File: config.mk
export PLATFORM = sky130hd
export DESIGN_NAME = hvgen_param
export DESIGN_NICKNAME = d
export VERILOG_FILES = /design/src/rtl/hvgen_param.sv
export SDC_FILE = /design/constraint.sdc
export NUM_CORES = 1
export LEC_CHECK = 0
export BUFFER_PORTS_ARGS = -buffer_cell sky130_fd_sc_hd__buf_2
export CORE_ASPECT_RATIO = 0.6
export CORE_MARGIN = 4
export CORE_UTILIZATION = 30
export CTS_CLUSTER_SIZE = 24
export DETAILED_ROUTE_END_ITERATION = 12
export PLACE_DENSITY = 0.53
export SLEW_MARGIN = 20
export SYNTH_ARGS = -nofsm -noshare
export SYNTH_HDL_FRONTEND = slang
export SYNTH_SLANG_ARGS = --single-unit
File: constraint.sdc
create_clock -name PCLK -period 4.7 [get_ports PCLK]
set_input_delay 0.47 -clock PCLK [delete_from_list [all_inputs] [get_ports PCLK]]
set_output_delay 0.47 -clock PCLK [all_outputs]
set_load 0.1 [all_outputs]
File: src/rtl/hvgen_param.sv
// hvgen_param: parameterised raster timing generator.
// Produces pixel/line counters, registered blanking and sync strobes, blanked
// RGB pass-through, line/frame start pulses and a field toggle. Sync start
// positions can be shifted by HOFFS/VOFFS. The shift takes effect only at a
// frame boundary, so a frame never has a torn sync pattern.
//
// Handshake: there is no valid/ready pair here. CE is a plain qualifier and
// every register advances only on a PCLK edge with CE=1. iRGB is sampled on
// that same edge, for the pixel addressed by HPOS/VPOS.
module hvgen_param #(
  parameter int H_TOTAL      = 456,
  parameter int H_ACTIVE     = 336,
  parameter int H_SYNC_START = 360,
  parameter int H_SYNC_WIDTH = 24,
  parameter int V_TOTAL      = 262,
  parameter int V_ACTIVE     = 240,
  parameter int V_SYNC_START = 240,
  parameter int V_SYNC_WIDTH = 3,
  parameter int HOFFS_W      = 5,
  parameter int VOFFS_W      = 3,
  parameter int H_STEP       = 2,
  parameter int V_STEP       = 2,
  parameter int RGB_W        = 8,
  parameter bit SYNC_POL     = 1'b0,
  localparam int HW          = $clog2(H_TOTAL),
  localparam int VW          = $clog2(V_TOTAL)
) (
  input  logic               PCLK,
  input  logic               RESET_N,
  input  logic               CE,
  input  logic [HOFFS_W-1:0] HOFFS,
  input  logic [VOFFS_W-1:0] VOFFS,
  input  logic [RGB_W-1:0]   iRGB,
  output logic [HW-1:0]      HPOS,
  output logic [VW-1:0]      VPOS,
  output logic [RGB_W-1:0]   oRGB,
  output logic               HBLK,
  output logic               VBLK,
  output logic               HSYN,
  output logic               VSYN,
  output logic               LINE_ST,
  output logic               FRAME_ST,
  output logic               FIELD
);

  // Reject geometries that cannot produce a sensible raster.
  if (!(H_ACTIVE < H_TOTAL)) begin : g_bad_h_active
    $error("hvgen_param: H_ACTIVE must be below H_TOTAL");
  end
  if (!(V_ACTIVE < V_TOTAL)) begin : g_bad_v_active
    $error("hvgen_param: V_ACTIVE must be below V_TOTAL");
  end
  if (!(H_SYNC_WIDTH > 0 && H_SYNC_WIDTH < H_TOTAL)) begin : g_bad_h_sync
    $error("hvgen_param: H_SYNC_WIDTH must be in 1..H_TOTAL-1");
  end
  if (!(V_SYNC_WIDTH > 0 && V_SYNC_WIDTH < V_TOTAL)) begin : g_bad_v_sync
    $error("hvgen_param: V_SYNC_WIDTH must be in 1..V_TOTAL-1");
  end

  localparam logic [HW-1:0] H_LAST = HW'(H_TOTAL - 1);
  localparam logic [VW-1:0] V_LAST = VW'(V_TOTAL - 1);
  localparam logic [HW-1:0] H_ACT  = HW'(H_ACTIVE);
  localparam logic [VW-1:0] V_ACT  = VW'(V_ACTIVE);
  localparam logic          SYN_ON  = SYNC_POL;
  localparam logic          SYN_OFF = ~SYNC_POL;

  // State registers
  logic [HW-1:0]      hcnt_q, hcnt_d;
  logic [VW-1:0]      vcnt_q, vcnt_d;
  logic [HOFFS_W-1:0] hoffs_l_q, hoffs_l_d;
  logic [VOFFS_W-1:0] voffs_l_q, voffs_l_d;
  logic [RGB_W-1:0]   orgb_q, orgb_d;
  logic               hblk_q, hblk_d;
  logic               vblk_q, vblk_d;
  logic               hsyn_q, hsyn_d;
  logic               vsyn_q, vsyn_d;
  logic               line_st_q, line_st_d;
  logic               frame_st_q, frame_st_d;
  logic               field_q, field_d;

  // Decoded counter conditions
  logic h_last, v_last, h_zero, frame_zero, in_blank;

  // Sync window arithmetic, done at 32 bits so large offsets never truncate
  logic [31:0] hs_sum, hs_b, h_dist;
  logic [31:0] vs_sum, vs_b, v_dist;
  logic        h_sync_act, v_sync_act;

  // Decode counter positions used by several next-state terms.
  always_comb begin
    h_last     = (hcnt_q == H_LAST);
    v_last     = (vcnt_q == V_LAST);
    h_zero     = (hcnt_q == '0);
    frame_zero = h_zero && (vcnt_q == '0);
    in_blank   = (hcnt_q >= H_ACT) || (vcnt_q >= V_ACT);
  end

  // Horizontal sync window: distance from the shifted start, modulo the line.
  always_comb begin
    hs_sum = 32'(H_SYNC_START) + 32'(hoffs_l_q) * 32'(H_STEP);
    hs_b   = hs_sum % 32'(H_TOTAL);
    if (32'(hcnt_q) >= hs_b) begin
      h_dist = 32'(hcnt_q) - hs_b;
    end else begin
      h_dist = 32'(hcnt_q) + 32'(H_TOTAL) - hs_b;
    end
    h_sync_act = (h_dist < 32'(H_SYNC_WIDTH));
  end

  // Vertical sync window: same wrap-aware distance, in lines.
  always_comb begin
    vs_sum = 32'(V_SYNC_START) + 32'(voffs_l_q) * 32'(V_STEP);
    vs_b   = vs_sum % 32'(V_TOTAL);
    if (32'(vcnt_q) >= vs_b) begin
      v_dist = 32'(vcnt_q) - vs_b;
    end else begin
      v_dist = 32'(vcnt_q) + 32'(V_TOTAL) - vs_b;
    end
    v_sync_act = (v_dist < 32'(V_SYNC_WIDTH));
  end

  // Raster counters: pixel counter wraps per line, line counter per frame.
  always_comb begin
    hcnt_d = hcnt_q;
    vcnt_d = vcnt_q;
    if (CE) begin
      if (h_last) begin
        hcnt_d = '0;
        vcnt_d = v_last ? '0 : vcnt_q + VW'(1);
      end else begin
        hcnt_d = hcnt_q + HW'(1);
      end
    end
  end

  // Offset latches: the requested shift is sampled on the last pixel of a frame.
  always_comb begin
    hoffs_l_d = hoffs_l_q;
    voffs_l_d = voffs_l_q;
    if (CE && h_last && v_last) begin
      hoffs_l_d = HOFFS;
      voffs_l_d = VOFFS;
    end
  end

  // Pixel-path outputs: blanking flags and blanked colour, one CE behind counters.
  always_comb begin
    hblk_d = hblk_q;
    vblk_d = vblk_q;
    orgb_d = orgb_q;
    if (CE) begin
      hblk_d = (hcnt_q >= H_ACT);
      vblk_d = (vcnt_q >= V_ACT);
      orgb_d = in_blank ? '0 : iRGB;
    end
  end

  // Sync outputs: HSYN follows every CE, VSYN only updates at the start of a line.
  always_comb begin
    hsyn_d = hsyn_q;
    vsyn_d = vsyn_q;
    if (CE) begin
      hsyn_d = h_sync_act ? SYN_ON : SYN_OFF;
      if (h_zero) begin
        vsyn_d = v_sync_act ? SYN_ON : SYN_OFF;
      end
    end
  end

  // Start pulses and field flag; each pulse is held until the next CE.
  always_comb begin
    line_st_d  = line_st_q;
    frame_st_d = frame_st_q;
    field_d    = field_q;
    if (CE) begin
      line_st_d  = h_zero;
      frame_st_d = frame_zero;
      if (frame_zero) begin
        field_d = ~field_q;
      end
    end
  end

  // All state registers; asynchronous reset aborts the frame immediately.
  always_ff @(posedge PCLK or negedge RESET_N) begin
    if (!RESET_N) begin
      hcnt_q     <= '0;
      vcnt_q     <= '0;
      hoffs_l_q  <= '0;
      voffs_l_q  <= '0;
      orgb_q     <= '0;
      hblk_q     <= 1'b1;
      vblk_q     <= 1'b1;
      hsyn_q     <= SYN_OFF;
      vsyn_q     <= SYN_OFF;
      line_st_q  <= 1'b0;
      frame_st_q <= 1'b0;
      field_q    <= 1'b0;
    end else begin
      hcnt_q     <= hcnt_d;
      vcnt_q     <= vcnt_d;
      hoffs_l_q  <= hoffs_l_d;
      voffs_l_q  <= voffs_l_d;
      orgb_q     <= orgb_d;
      hblk_q     <= hblk_d;
      vblk_q     <= vblk_d;
      hsyn_q     <= hsyn_d;
      vsyn_q     <= vsyn_d;
      line_st_q  <= line_st_d;
      frame_st_q <= frame_st_d;
      field_q    <= field_d;
    end
  end

  // Counters are visible directly; everything else comes straight from flops.
  assign HPOS     = hcnt_q;
  assign VPOS     = vcnt_q;
  assign oRGB     = orgb_q;
  assign HBLK     = hblk_q;
  assign VBLK     = vblk_q;
  assign HSYN     = hsyn_q;
  assign VSYN     = vsyn_q;
  assign LINE_ST  = line_st_q;
  assign FRAME_ST = frame_st_q;
  assign FIELD    = field_q;

endmodule

# [Word level (Yosys, flattened, before mapping)]
# Index checks and enable logic that the tools add are counted.
[totals] regBits=41 inputBits=19 out_inout_bits=33 word_cells=49
[op_classes] add_sub_neg=10 n_div=2 n_lt_le_gt_ge=6 eq_ne=2 n_mux=7 bitwise_logic=1 n_reduce_logical=9
[op_table] cell="greater-or-equal comparator 9 x 32 -> 1 bit" count=2
[op_table] cell="modulo 32 x 9 -> 32 bit (second input constant)" count=2
[op_table] cell="2-to-1 mux 32 bit" count=2
[op_table] cell="subtractor 10 x 32 -> 32 bit" count=2
[op_table] cell="subtractor 9 x 32 -> 32 bit" count=2
[op_table] cell="< comparator 32 x 2 -> 1 bit (second input constant)" count=1
[op_table] cell="< comparator 32 x 5 -> 1 bit (second input constant)" count=1
[op_table] cell="adder 9 x 9 -> 10 bit (second input constant)" count=2
[op_table] cell="adder 9 x 1 -> 9 bit (second input constant)" count=2
[op_table] cell="== test 9 bit (second input constant)" count=2
[op_table] cell="zero test 9 bit" count=2
[op_table] cell="2-to-1 mux 9 bit" count=2
[op_table] cell="adder 9 x 6 -> 10 bit (first input constant)" count=1
[op_table] cell="adder 8 x 4 -> 9 bit (first input constant)" count=1
[op_table] cell="greater-or-equal comparator 9 x 8 -> 1 bit (second input constant)" count=1
[op_table] cell="greater-or-equal comparator 9 bit (second input constant)" count=1
[op_table] cell="2-to-1 mux 8 bit" count=1
[op_table] cell="AND reduction 2 bit" count=3
[op_table] cell="logical AND 1 bit" count=3
[op_table] cell="2-to-1 mux 1 bit" count=2
[op_table] cell="logical OR 1 bit" count=1
[op_table] cell="inverter 1 bit" count=1

# [Logic depth before layout (Yosys ltp)]
# Gate-level depths: netlist of run 1.
[logic_depth] depth_word=6 depth_mapped=17 depth_no_buf=17

# [Worst setup path before layout of run 1]
# No wires, ideal clock.
[synth_path] kind="register to register" start="register hoffs_l_q[2]" end="register hsyn_q, in the netlist HSYN" setup_time_ns=0.075 arrival_ns=3.803 required_ns=4.625 setup_slack_ns=0.822 stages_incl_launch_ff=18 path_buffers=0 period_less_slack_ns=3.878 cell_sequence="dfrtp_1 ha_1 inv_1 ha_1 nand2_1 o21ai_0 a21oi_1 ha_1 inv_1 ha_1 o21ai_0 a21oi_1 nor3_1 nor4_1 o31a_1 a2111oi_0 o22ai_2 o211ai_2"
[synth_via] elab_chain_len=6 word_cells_on_any_way=8 cone_classes="3 x add/sub; 1 x div; 2 x order compare; 2 x mux"
[synth_lines] item="start: declaration" line="70" source="logic [HOFFS_W-1:0] hoffs_l_q, hoffs_l_d;"
[synth_lines] item="start signal: assignment" line="202" source="hoffs_l_q <= hoffs_l_d;"
[synth_lines] item="adder 9 x 6 -> 10 bit *" line="100" source="hs_sum = 32'(H_SYNC_START) + 32'(hoffs_l_q) * 32'(H_STEP);"
[synth_lines] item="modulo 32 x 9 -> 32 bit *" line="101" source="hs_b = hs_sum % 32'(H_TOTAL);"
[synth_lines] item="subtractor 10 x 32 -> 32 bit, or another cell as far along" line="105" source="h_dist = 32'(hcnt_q) + 32'(H_TOTAL) - hs_b;"
[synth_lines] item="2-to-1 mux 32 bit *" line="102" source="if (32'(hcnt_q) >= hs_b) begin"
[synth_lines] item="< comparator 32 x 5 -> 1 bit *" line="107" source="h_sync_act = (h_dist < 32'(H_SYNC_WIDTH));"
[synth_lines] item="2-to-1 mux 1 bit *" line="163" source="hsyn_d = h_sync_act ? SYN_ON : SYN_OFF;"
[synth_lines] item="end signal: assignment" line="207" source="hsyn_q <= hsyn_d;"
[synth_lines] item="end: declaration" line="75" source="logic hsyn_q, hsyn_d;"
# Mark *: on every way between the ends. The rest lies on a longest branch, timed or not.
# A chain may end at the register's enable or synchronous reset.

# [Worst setup path after layout of run 1]
# Ends and elaborated chain as after synthesis.

==> results.json, run 1 <==
{
  "grt_max_degree": 42,
  "port_buffers": 51,
  "period_share_pct": 89.00,
  "synth_xor_area_share_pct": 6.122,
  "cp-start-kind": "flop",
  "synthesis.area_sq_um": 3433,
  "start_util_pct": 31.65,
  "grt-ovfl-total": 0,
  "drc": 0,
  "ctsHoldBuffers": 0,
  "max_freq_mhz": 239.1,
  "fin_cells": 578,
  "rsz0062_at_grt": "false",
  "yosys_warnings": 0,
  "fin_skew_ps": 8.733,
  "numClockSinks": 41,
  "ys_ff_latch": 41,
  "cellPowerDensity_nw_per_um2": 504.4,
  "synth_mux_area_share_pct": 2.952,
  "drtPass1Iterations": 5,
  "grt_pass1_wl_microns": 15700,
  "tns_ps": 0,
  "num_rows": 29,
  "setup_violations": 0,
  "cts_setup_buffers": 0,
  "track_usage_pct": 14.56,
  "die_h_microns": 90.87,
  "die-area_sq_um": 13280,
  "antenna_left": 0,
  "drive_gt1_share_pct": 20.05,
  "diodes": 0,
  "cts_tree": "yes",
  "synth_edf_count": 0,
  "critPathKind": "flop to flop",
  "relSlewSlack_pct": 32.96,
  "irDropWorstVdd_mv": 0.2366,
  "clockRootBuffer": "clkbuf_16",
  "vias": 3024,
  "area_growth_pct": 16.07,
  "synthSimpleGateAreaFrac_pct": 17.89,
  "critPathCaptureType": "flop",
  "synthCells": 391,
  "finalCriticalPeriod_ps": 4183,
  "synth_fa_ha_area_share_pct": 15.74,
  "cts_made_buffers": 5,
  "die_w_microns": 146.1,
  "final_cell_mix": "51 x buf_2, 46 x inv_1, 37 x dfrtp_1",
  "cp_max_fo": 8,
  "htreeDepth": 2,
  "arrival_ps": 4390,
  "ys_seq_area_share_pct": 30.03,
  "dp_cells": 570,
  "first_iter_violations": 175,
  "reg2reg_setup_slack_ps": 520,
  "tightest_slew_ps": 1004,
  "final_max_slew_viol_count": 0,
  "gp_congestion": 0.9208,
  "layout.nets": 497,
  "ys.flop_type": "dfrtp_1",
  "synthDistinctLibCells": 62,
  "hold_violations": 0,
  "path_clk_slew_ps": 70,
  "final_common_cell": "buf_2",
  "async_flop_share_pct": 100.0,
  "synth_fp_nets": 450,
  "antenna_found_initial": 0,
  "viasPerCell": 5.232,
  "avgRoutedWirePerCell_microns": 16.84,
  "first_global_vias": 2802,
  "synth_compound_area_share_pct": 20.26,
  "synth_top_family_by_area": "compound AO/OA/AOI/OAI gates",
  "final_core_util_pct": 36.73,
  "drt_wl_total_microns": 9734,
  "clock_latency_ps": 290,
  "run_status": "finished clean",
  "hp-class": "input port to asynchronous set/reset pin",
  "critPathRequiredTime_ps": 4910,
  "drv_cap": 0,
  "core_area_sq_um": 10850,
  "p_leak_nw": 1.818,
  "dpl.hpwl_microns": 7724,
  "avgSynthCellArea_sq_um": 8.781,
  "cts_buffer_depth": 2,
  "io_pins": 52
}
[Yosys cell counts, drive strengths merged (5+ instances only)]
cell type / number / area [sq um]
a21o: 6 / 45.04
a21oi: 22 / 121.4
a22o: 8 / 70.07
a31oi: 5 / 31.28
clkbuf: 7 / 26.28
dfrtp: 37 / 925.9
ha: 36 / 450.4
inv: 48 / 180.2
mux2: 9 / 101.4
nand2: 28 / 107.6
nand4: 11 / 68.82
nor2: 28 / 112.6
nor2b: 6 / 37.54
nor3: 9 / 56.31
nor4: 9 / 56.30
o21ai: 29 / 145.1
xnor2: 17 / 148.9
xor2: 7 / 61.31
[repair_timing]
item                       CTS  global route
setup endpoints to repair    0             1
resized for setup            0             3
hold endpoints to repair     0             0
[cells by family (layout without fill, tap and decap cells)]
group | Yosys count | count (layout)
AND/OR/NAND/NOR | 116 | 116
AO/OA/AOI/OAI | 101 | 101
XOR/XNOR | 24 | 24
flip-flops | 41 | 41
buffers and inverters | 59 | 107
adder cells (fa/ha/maj) | 41 | 41
multiplexers | 9 | 9
[per-stage QoR]
stage	hold WS (ps)	power [mW]	area, sq um	setup slack (ps)
6_report	326.2	2.010	3985	517.2
5_1_grt	402.3	2.135	3985	139.8
4_1_cts	371.0	2.009	3979	168.9
3_5_place_dp	477.1	1.599	3807	187.2
3_3_place_gp	464.9	1.580	3807	459.9
2_1_floorplan	174.4	1.365	3433	821.9
[registers in the layout (all words and copies together) (netlist names)]
name / flops
FIELD: 1
FRAME_ST: 1
HBLK: 1
HPOS: 9
HSYN: 1
LINE_ST: 1
VBLK: 1
VPOS: 9
VSYN: 1
hoffs_l_q: 5
oRGB: 8
voffs_l_q: 3
[critical path, cell delays in order (launching register included)]
cell and delay (ps):
dfrtp_1 490, ha_1 200, inv_1 50, ha_1 380, nand2_1 80, o21ai_1 270, a21oi_1 220, ha_1 430
inv_1 70, ha_1 230, o21ai_0 150, a21oi_1 100, nor3_2 270, nor4_1 110, o31a_1 380, a2111oi_1 460
o22ai_2 150, o211ai_2 90
[worst paths after layout]
kind / from / endpoint / cells past startpoint
setup / recovery: hoffs_l_q[2] / HSYN / 17
max in group asynchronous: RESET_N / VPOS[1] / 1
setup reg to reg: hoffs_l_q[2] / HSYN / 17
hold reg to reg: FIELD / FIELD / 1
hold / removal: RESET_N / oRGB[3] / 1
min in group PCLK: iRGB[7] / oRGB[7] / 2
[final cells by class]
type                       instances  area, sq um
timing repair buffer              51        255.2
sequential                        41         1031
clock inverter                     3        46.29
clock buffer                       5        125.1
inverter                          48        180.2
multi-input combinational        291         2173
fill                            1126         6864
tap                              139        173.9
[metal layers]
| metal | up-vias | part of all wire (%) | track usage [%] |
|---|---|---|---|
| met3 | 6 | 8.1 | 5.065 |
| met1 | 1418 | 54 | 23.11 |
| met2 | 112 | 38 | 18.36 |
| met5 | - | 0 | 0 |
| li1 | 1488 | - | - |
| met4 | 0 | 0.30 | 2.895 |
[power breakdown]
part | internal [mW] | switching, mW | total [mW]
Combinational | 0.330 | 0.793 | 1.12
Clock | 0.251 | 0.147 | 0.399
Sequential | 0.403 | 0.0854 | 0.489
Power figures use the tool's default switching activity.
==> inputs of run 2 (changes only) <==
--- a/config.mk
+++ b/config.mk
@@ -6,12 +6,14 @@
 export NUM_CORES = 1
 export LEC_CHECK = 0
 export BUFFER_PORTS_ARGS = -buffer_cell sky130_fd_sc_hd__buf_2
+export CELL_PAD_IN_SITES_DETAIL_PLACEMENT = 1
+export CELL_PAD_IN_SITES_GLOBAL_PLACEMENT = 1
 export CORE_ASPECT_RATIO = 0.6
 export CORE_MARGIN = 4
 export CORE_UTILIZATION = 30
 export CTS_CLUSTER_SIZE = 24
 export DETAILED_ROUTE_END_ITERATION = 12
-export PLACE_DENSITY = 0.53
+export PLACE_DENSITY = 0.65
 export SLEW_MARGIN = 20
 export SYNTH_ARGS = -nofsm -noshare
 export SYNTH_HDL_FRONTEND = slang
==> run 2 against run 1 <==
  * Hold slack got worse by 170 ps
  * Combinational power about the same
  * Die area unchanged
  * Setup slack got worse by 75 ps
  * Largest power group unchanged
  * Highest routed layer unchanged
==> results.json, run 2 (same netlist as run 1, synthesis figures left out) <==
{
  "power_mw": 2.098,
  "die-area_sq_um": 13280,
  "tightest_slew_ps": 792.6,
  "p_leak_nw": 1.836,
  "fin_skew_ps": 5.395,
  "start_util_pct": 31.65,
  "finalCriticalPeriod_ps": 4258,
  "cts_setup_buffers": 0,
  "cpPeakStageDelay_ps": 490,
  "area_growth_pct": 16.87,
  "core_area_sq_um": 10850,
  "cts_made_buffers": 5,
  "drt_wl_total_microns": 11040,
  "holdWs_ps": 155.4,
  "tns_ps": 0,
  "grt_pass1_wl_microns": 18060,
  "cts_buffer_depth": 2,
  "drive_gt1_share_pct": 20.00,
  "irDropWorstVdd_mv": 0.1588,
  "die_w_microns": 146.1,
  "highest_layer": "met4",
  "met3_length_microns": 881,
  "grt_max_degree": 42,
  "path_clk_slew_ps": 70,
  "final_cell_mix": "50 x buf_2, 46 x inv_1, 37 x dfrtp_1",
  "cp_max_fo": 8,
  "period_share_pct": 90.59,
  "critPathRequiredTime_ps": 4920,
  "first_global_vias": 3173,
  "critPathKind": "flop to flop",
  "fin_ws_ps": 442.3,
  "die_h_microns": 90.87,
  "arrival_ps": 4480,
  "hp-class": "input port to asynchronous set/reset pin",
  "ctsHoldBuffers": 0,
  "run_status": "finished clean",
  "layout.nets": 498,
  "antenna_found_initial": 0,
  "grt-ovfl-total": 0,
  "met1Wirelength_microns": 5919,
  "first_iter_violations": 227,
  "port_buffers": 51,
  "crit_top_cell": "ha_1",
  "drv_cap": 0,
  "final_max_slew_viol_count": 0,
  "cts_tree": "yes",
  "cellPowerDensity_nw_per_um2": 522.9,
  "cts_resized": 0,
  "track_usage_pct": 16.99,
  "reg2reg_setup_slack_ps": 440,
  "route.met2.wl_microns": 4196,
  "critPathSlowestCell": "dfrtp_1",
  "viasPerCell": 5.323,
  "avgRoutedWirePerCell_microns": 19.06,
  "final_common_cell": "buf_2",
  "max_freq_mhz": 234.9,
  "vias": 3082,
  "numClockSinks": 41,
  "dpl.hpwl_microns": 8761,
  "htreeDepth": 2,
  "gp_congestion": 0.8646,
  "clockRootBuffer": "clkbuf_16",
  "hold_violations": 0,
  "io_pins": 52,
  "diodes": 0,
  "critPathCaptureType": "flop",
  "rsz0062_at_grt": "false",
  "antenna_left": 0,
  "crit_chain": "ha_1, inv_1, ha_1, nand2_1, o21ai_1, a21oi_1, ha_1, inv_1, ha_1, o21ai_0, a21oi_1, nor3_2, nor4_1, o31a_1, a2111oi_1, o22ai_2, o211ai_2",
  "cp-start-kind": "flop",
  "drtPass1Iterations": 4,
  "drc": 0,
  "num_rows": 29,
  "setup_violations": 0,
  "relSlewSlack_pct": 45.80,
  "place_ws_ps": 73.42,
  "clock_latency_ps": 290
}
[run 2: power by group]
part	total, mW	internal, mW	switching (mW)
clock network	0.463	0.307	0.157
registers	0.494	0.403	0.0911
logic	1.14	0.330	0.810
total	2.10	1.04	1.06
[run 2: per-layer routing]
| metal | GRT usage [%] | vias to the layer above |
|---|---|---|
| met4 | 1.721 | 0 |
| met2 | 23.00 | 87 |
| met3 | 4.463 | 4 |
| li1 | - | 1484 |
| met5 | 0 | - |
| met1 | 27.25 | 1507 |
[run 2: worst max-delay path: cells and delay by family, from the launching register on]
| kind | cells | cell delay, ps |
|---|---|---|
| AOI/OAI and AO/OA | 8 | 1860 |
| adders and majority gates | 4 | 1240 |
| DFF | 1 | 490 |
| and+or+nand+nor | 3 | 480 |
| buffers and inverters | 2 | 110 |
[run 2: layout make-up]
cell class	count	area [sq um]
Clock buffer	5	125.1
Sequential cell	41	1031
Fill cell	1294	6837
Inverter	48	180.2
Clock inverter	3	68.82
Timing Repair Buffer	52	265.3
Multi-Input combinational cell	291	2168
Tap cell	139	173.9
[run 2: final timing paths]
check,from,end,cells past startpoint
worst max-delay path,hoffs_l_q[2],HSYN,17
worst min-delay path,RESET_N,voffs_l_q[0],1
worst max register to register,hoffs_l_q[2],HSYN,17
worst min register to register,FIELD,FIELD,1
max in group asynchronous,RESET_N,HBLK,1
min in group PCLK,iRGB[1],oRGB[1],2
[run 2: metrics by stage]
stage | util (%) | instance area (sq um) | cells
final | 36.99 | 4013 | 579
after global placement | 35.12 | 3810 | 571
after CTS | 36.90 | 4004 | 579
after detailed placement | 35.12 | 3810 | 571
after floorplan | - | 3433 | 391
after global routing | 36.99 | 4013 | 579
==> inputs of run 3 (changes only) <==
--- a/config.mk
+++ b/config.mk
@@ -5,7 +5,7 @@
 export SDC_FILE = /design/constraint.sdc
 export NUM_CORES = 1
 export LEC_CHECK = 0
-export BUFFER_PORTS_ARGS = -buffer_cell sky130_fd_sc_hd__buf_2
+export BUFFER_PORTS_ARGS = -buffer_cell sky130_fd_sc_hd__clkbuf_2
 export CELL_PAD_IN_SITES_DETAIL_PLACEMENT = 1
 export CELL_PAD_IN_SITES_GLOBAL_PLACEMENT = 1
 export CORE_ASPECT_RATIO = 0.6
==> run 3 against run 2 <==
  * Clock-buffer cell count unchanged
  * Fmax is essentially flat
  * Global-route usage down 0.19 points
  * Die area did not move
  * Largest cell class unchanged
  * Highest routed layer unchanged
==> results.json, run 3 (same netlist as run 1, synthesis figures left out) <==
{
  "vias": 3099,
  "antenna_left": 0,
  "dpl.hpwl_microns": 8623,
  "tns_ps": 0,
  "power_mw": 2.084,
  "irDropWorstVdd_mv": 0.1679,
  "drt_wl_total_microns": 10780,
  "finalCriticalPeriod_ps": 4254,
  "busiest_layer": "met1",
  "track_usage_pct": 16.80,
  "arrival_ps": 4480,
  "start_util_pct": 31.65,
  "antenna_found_initial": 0,
  "drv_cap": 0,
  "clockRootBuffer": "clkbuf_16",
  "hp-class": "input port to asynchronous set/reset pin",
  "critPathRequiredTime_ps": 4920,
  "drive_gt1_share_pct": 20.41,
  "period_share_pct": 90.51,
  "run_status": "finished clean",
  "final_common_cell": "clkbuf_2",
  "clock_latency_ps": 290,
  "htreeDepth": 2,
  "critPathCaptureType": "flop",
  "first_global_vias": 3270,
  "use_met1_pct": 26.37,
  "cts_tree": "yes",
  "area_growth_pct": 17.13,
  "grt_max_degree": 42,
  "path_clk_slew_ps": 70,
  "path_buf_inv": 2,
  "diodes": 0,
  "layout.nets": 499,
  "num_rows": 29,
  "cts_buffer_depth": 2,
  "grt-ovfl-total": 0,
  "fin_skew_ps": 8.092,
  "final_cell_mix": "51 x clkbuf_2, 46 x inv_1, 37 x dfrtp_1",
  "relSlewSlack_pct": 45.47,
  "p_int_mw": 1.036,
  "avgRoutedWirePerCell_microns": 18.58,
  "max_freq_mhz": 235.1,
  "grt_pass1_wl_microns": 18070,
  "cp_max_fo": 8,
  "port_buffers": 51,
  "critPathSlowestCell": "dfrtp_1",
  "p_leak_nw": 1.838,
  "numClockSinks": 41,
  "die_w_microns": 146.1,
  "rsz0062_at_grt": "false",
  "hold_violations": 0,
  "drc": 0,
  "crit_family": "compound AO/OA/AOI/OAI gates",
  "io_pins": 52,
  "reg2reg_setup_slack_ps": 450,
  "use_met2_pct": 22.88,
  "tightest_slew_ps": 797.3,
  "p_seq_share_pct": 23.9,
  "core_area_sq_um": 10850,
  "viasPerCell": 5.343,
  "grtUsageMet3_pct": 5.316,
  "die-area_sq_um": 13280,
  "cpPeakStageDelay_ps": 490,
  "cellPowerDensity_nw_per_um2": 518.1,
  "drtPass1Iterations": 4,
  "die_h_microns": 90.87,
  "first_iter_violations": 214,
  "critPathKind": "flop to flop",
  "p_comb_share_pct": 54.2,
  "crit_chain": "ha_1, inv_1, ha_1, a211oi_2, o21ai_2, a21oi_1, ha_1, inv_1, ha_1, o21ai_0, a21oi_1, nor3_2, nor4_1, o31a_1, a2111oi_1, o22ai_2, o211ai_2",
  "crit_top_cell": "ha_1",
  "p_clk_share_pct": 21.9,
  "cp-start-kind": "flop",
  "power.net_switching_mw": 1.047,
  "switching_share_pct": 50.26,
  "final_max_slew_viol_count": 0,
  "gp_congestion": 0.8496,
  "setup_violations": 0,
  "holdWs_ps": 250.2,
  "cts_made_buffers": 5
}
-- run 3: cell count changes in the layout (fill, tap and decap cells not counted) --
cell / change
o21ai_1: -1
buf_2: -50
o21ai_2: +1
clkbuf_2: +51
-- run 3: repair_timing --
action / in CTS / in global routing
hold buffers: 0 / 0
endpoints found under the setup margin: 0 / 1
hold endpoints to repair: 0 / 0
setup buffers: 0 / 0
resized for setup: 0 / 4
-- run 3: layout make-up --
cell class | count | area (sq um)
fillers | 1291 | 6828
multi-input cells | 291 | 2172
flip-flops and latches | 41 | 1031
repair buffers | 53 | 270.3
inverters | 48 | 180.2
well taps | 139 | 173.9
clock buffers | 5 | 125.1
clock inverters | 3 | 68.82
-- run 3: routing by layer --
| metal | share of wire (%) | wire, microns | up-vias |
|---|---|---|---|
| li1 | - | - | 1490 |
| met4 | 0.13 | 14 | 0 |
| met3 | 7.7 | 826 | 2 |
| met5 | 0 | 0 | - |
| met1 | 54 | 5820 | 1519 |
| met2 | 38 | 4114 | 88 |
-- run 3: metrics by stage --
stage / instances / instance area [sq um] / utilization (%) / setup WS (ps)
finish: 580 / 4021 / 37.07 / 446.0
global route: 580 / 4021 / 37.07 / 8.562
CTS: 580 / 4011 / 36.97 / 2.877
detailed placement: 572 / 3817 / 35.19 / 20.63
global placement: 572 / 3817 / 35.19 / 477.7
floorplan: 391 / 3433 / - / 821.9
-- run 3: path summary, 6_finish.rpt --
path                                   start            to  cells after the start
max in group asynchronous            RESET_N       VPOS[4]                      2
worst max-delay path            hoffs_l_q[2]          HSYN                     17
worst max register to register  hoffs_l_q[2]          HSYN                     17
min in group PCLK                    iRGB[6]       oRGB[6]                      2
worst min register to register         FIELD         FIELD                      1
worst min-delay path                 RESET_N  voffs_l_q[0]                      2
-- run 3: power groups by stage --
stage	registers (mW)	clock network (mW)	logic, mW
final	0.498	0.457	1.13
after global routing	0.507	0.490	1.22
after CTS	0.497	0.469	1.12
after detailed placement	0.503	0	1.12
after global placement	0.500	0	1.09
after floorplan	0.803	0	0.562
